<file path="src/rtl/bit_serial_subtractor.sv">
// bit_serial_subtractor: LSB-first serial a-b over WIDTH cycles; ports clk/rst/start/a/b in, busy/done/diff/borrow/ovf/zero out
module bit_serial_subtractor #(
  parameter int WIDTH = 16
) (
  input  logic             clk,
  input  logic             rst,
  input  logic             start,
  input  logic [WIDTH-1:0] a,
  input  logic [WIDTH-1:0] b,
  output logic             busy,
  output logic             done,
  output logic [WIDTH-1:0] diff,
  output logic             borrow,
  output logic             ovf,
  output logic             zero
);
  localparam int CW = $clog2(WIDTH + 1);
  typedef enum logic [1:0] {IDLE, BUSY, DONE} state_t;
  state_t state, state_nx;
  logic [WIDTH-1:0] a_sr, b_sr, res;
  logic [CW-1:0] cnt;
  logic bw, a_msb, b_msb, d, bw_nx, last, accept;
  always_comb begin
    accept = start & (state != BUSY);
    last = cnt == CW'(WIDTH - 1);
    d = a_sr[0] ^ b_sr[0] ^ bw;
    bw_nx = (~a_sr[0] & b_sr[0]) | (~(a_sr[0] ^ b_sr[0]) & bw);
    state_nx = accept ? BUSY : (state == BUSY && last) ? DONE : state;
    busy = state == BUSY;
    done = state == DONE;
    diff = done ? res : '0;
    borrow = done & bw;
    ovf = done & (a_msb ^ b_msb) & (res[WIDTH-1] ^ a_msb);
    zero = done & (res == '0);
  end
  always_ff @(posedge clk) begin
    if (rst) begin
      state <= IDLE;
      a_sr <= '0;
      b_sr <= '0;
      res <= '0;
      cnt <= '0;
      bw <= 1'b0;
      a_msb <= 1'b0;
      b_msb <= 1'b0;
    end else begin
      state <= state_nx;
      if (accept) begin
        a_sr <= a;
        b_sr <= b;
        a_msb <= a[WIDTH-1];
        b_msb <= b[WIDTH-1];
        res <= '0;
        cnt <= '0;
        bw <= 1'b0;
      end else if (state == BUSY) begin
        a_sr <= a_sr >> 1;
        b_sr <= b_sr >> 1;
        res <= {d, res[WIDTH-1:1]};
        cnt <= cnt + CW'(1);
        bw <= bw_nx;
      end
    end
  end
endmodule

</file>
<file path="config.mk">
export PLATFORM = sky130hd
export DESIGN_NAME = bit_serial_subtractor
export DESIGN_NICKNAME = d
export VERILOG_FILES = /design/src/rtl/bit_serial_subtractor.sv
export SDC_FILE = /design/constraint.sdc
export NUM_CORES = 1
export LEC_CHECK = 0
export CAP_MARGIN = 0
export CORE_ASPECT_RATIO = 1.2
export CORE_MARGIN = 4
export CORE_UTILIZATION = 34
export DETAILED_ROUTE_END_ITERATION = 12
export PLACE_DENSITY_LB_ADDON = 0.05
export SYNTH_ARGS = -nofsm -noshare
export SYNTH_HDL_FRONTEND = slang
export SYNTH_SLANG_ARGS = --single-unit
</file>
<file path="constraint.sdc">
create_clock -name clk -period 1.08 [get_ports clk]
set_input_delay 0.108 -clock clk [delete_from_list [all_inputs] [get_ports clk]]
set_output_delay 0.108 -clock clk [all_outputs]
set_load 0.01 [all_outputs]
</file>
==> summary.txt <==
Synth
  • EDFF count, synth: 0
  • FFs w/ async S/R, synth: 0
  • Yosys reg bits: 58
  • Ys Warns: 0
  • Post-synth top area share: 0.455
  • Cell count after synthesis: 289
  • Synthesized area: 0.00255 mm2
  • Ys flop type: dfxtp_1
  • Post-synthesis area per instance: 8.82 um2
  • Cell variety after synth: 30
  • Seq/Total Area, Yosys: 0.455
  • Top cell type by total area after synthesis: dfxtp_1
  • Syn_nets: 327
  • Synth area leaders: dfxtp_1 (46%), mux2i_1 (13%), a211oi_1 (9.7%)

Timing
  • Final hold violation count: 0
  • Slew @ Worst Pin: 0.423 ns
  • Fin crit period: 1.43 ns
  • Max-slew violation count: 0
  • Final setup margin: -0.354 ns
  • Setup-failing EPs final: 79
  • Final Cycle Share: 1.33
  • RSZ-0062 raised after global routing: true
  • Fin Setup TNS: -15.24 ns
  • Layout Skew: 0.00581 ns
  • Slew Limit Headroom: 0.718
  • Fmax achieved: 0.697 GHz

Pwr
  • Clock network power share: 0.358
  • Leak Pwr: 1.83 nW
  • Switching power total: 1.40 mW
  • Comb pwr share: 0.203
  • Total power: 5.38 mW
  • Seq pwr share: 0.440
  • Internal Power: 3.98 mW
  • Sw Share: 0.261
  • VDD IR max: 1.03 mV
  • Cell Pwr Density: 1160 mW/mm2

Placement
  • Routability cong.: 0.684
  • Worst slack, placed: -0.484 ns
  • DP Area: 0.00343 mm2
  • I/O Buffers: 55
  • DP HPWL: 4090 um

Finish
  • N_diodes: 0
  • Area of the multi-input gates: 0.00186 mm2
  • Most frequent cells in the layout: dfxtp_1 (54), a211oi_2 (33), clkdlybuf4s50_1 (33), mux2i_1 (32), buf_6 (26)
  • Layout fillers: 608
  • Layout net count: 427
  • Fraction of layout cells with a size suffix above 1: 0.552
  • Most common cell after layout, fill and taps aside: dfxtp_1
  • Final core utilization: 0.636
  • Sequential cell area: 0.00117 mm2
  • Layout area overhead: 81.4%
  • Design area: 0.00462 mm2

Worst setup path
  • RR Endpoint: a_sr[0]$_SDFFE_PP0P_
  • Crit. Startpoint: res[11]$_SDFFE_PP0P_
  • Launching point of the worst reg2reg path: state[1]$_SDFFE_PP0P_
  • Slowest CP cell: dfxtp_1
  • Crit path max fanout: 2
  • CP startpoint kind: register
  • Worst R2R Path Depth: 6
  • Crit path kind: register to output pin
  • Slowest stage delay, CP: 0.31 ns
  • CP endpoint kind: output pin
  • Worst Path Arrival: 1.33 ns
  • Worst R2R Setup Slack: -0.27 ns
  • CP Cell Sequence: nor4_2 -> buf_4 -> nand3_1 -> nor2_1 -> buf_2
  • Critical Path End: zero
  • Crit path required time: 0.97 ns

Global routing
  • Vias in the first global route: 2407
  • First-pass GRT wire length: 11400 um
  • Largest net degree at the start of global routing: 27
  • All-layer global routing usage: 0.164
  • Initial antenna violation count: 0
  • Grt ovf: 0

Floorplan
  • Initial Util: 0.351
  • I/O Pins: 56
  • Die area: 0.00895 mm2
  • Core area: 0.00727 mm2
  • Die Y: 103 um
  • Chip width: 87.1 um
  • Row count: 34

Drt
  • Routed WL: 7020 um
  • DR vias/cell: 5.02
  • Vias: 2423
  • 1st-iter DRT viols: 57
  • DR WL/cell: 14.5 um
  • First-pass DRT Iterations: 4
  • Post-DRT Antenna Nets: 0
  • Drc violations: 0

Clock network
  • CTS Sinks: 58
  • Number of buffers created by CTS: 9
  • Clk_lat worst skew: 0.33 ns
  • CTS tree: done
  • Root Driver: clkbuf_8
  • CTS HTree Levels: 3
  • CTS clk-pin slew, worst paths: 0.06 ns
  • Cts hold-fix bufs: 0
  • Max Root-Sink Buffers: 2

Job
  • Max Cap Viol: 0

Outcome
  • Failing checks: negative setup slack
  • Status: finished, violations left

Min path
  • Worst Hold Launch: start
  • Hold/Removal Path Class: input port to register
==> repair_timing <==
action / in CTS / in global routing
gates cloned: 11 / 1
setup endpoints to repair: 79 / 79
setup buffers: 11 / 3
resized for setup: 218 / 73
pin swaps: 63 / 28
==> metrics by stage <==
step	hold WS [ns]	instances
floorplan	0.256	289
global placement	0.465	449
detailed placement	0.478	449
CTS	0.248	485
global route	0.281	483
finish	0.281	483
==> kinds of logic after synthesis <==
group	synth area share
fa+ha+maj	0.0177
flops	0.455
buf+inv	0.0564
xor+xnor	0.00687
mux	0.126
simple gates	0.188
compound gates	0.150
==> cells in the mapped netlist, drive strengths merged (2+ instances only) <==
cell and instances:
dfxtp 58, nor2 38, nand2 36, a211oi 33, mux2i 32, a21oi 21, and2 17, buf 15
clkbuf 8, inv 5, nand3 4, nor4 4, o21ai 3, ha 2, nand3b 2, nor3 2
==> power groups by stage <==
stage | Combinational [mW] | Sequential, mW | Clock [mW]
after floorplan | 0.372 | 2.36 | 0
after global placement | 0.629 | 2.37 | 0
after detailed placement | 0.630 | 2.37 | 0
after CTS | 1.07 | 2.35 | 1.99
after global routing | 1.17 | 2.38 | 2.09
final | 1.09 | 2.37 | 1.92
==> layer usage <==
metal  up-vias  routed length [um]  GRT usage
li1       1218                   -          -
met1      1147                2740      0.180
met2        48                3860      0.298
met3        10                 299     0.0408
met4         0                 126     0.0719
met5         -                   0          0
==> critical path, delay by kind of cell, from the launching register on <==
family        cells  cell delay [ns]
flops             1             0.31
buf+inv           2             0.27
simple gates      3             0.42
==> final cells by class <==
type	count	share of cell area
Clock buffer	12	0.0314
Clock inverter	3	0.00866
Inverter	5	0.00568
Multi-Input combinational cell	203	0.401
Sequential cell	58	0.252
Tap cell	90	0.0244
Timing Repair Buffer	112	0.277
==> worst min path at each step <==
stage          slack [ns]  cells after the start              endpoint
6_report             0.28                      3  b_sr[4]$_SDFFE_PP0P_
3_3_place_gp         0.47                      2   cnt[3]$_SDFFE_PP0P_
2_1_floorplan        0.26                      2    a_msb$_SDFFE_PP0P_
4_1_cts              0.25                      3  b_sr[3]$_SDFFE_PP0P_
5_1_grt              0.28                      3  b_sr[3]$_SDFFE_PP0P_
3_5_place_dp         0.48                      2   cnt[3]$_SDFFE_PP0P_
==> flip-flops by register name, indices dropped and copies added (netlist names) <==
register,cells
state,2
bw,1
res,16
cnt,5
a_msb,1
b_msb,1
a_sr,16
b_sr,16
(Power assumes the default switching activity.)
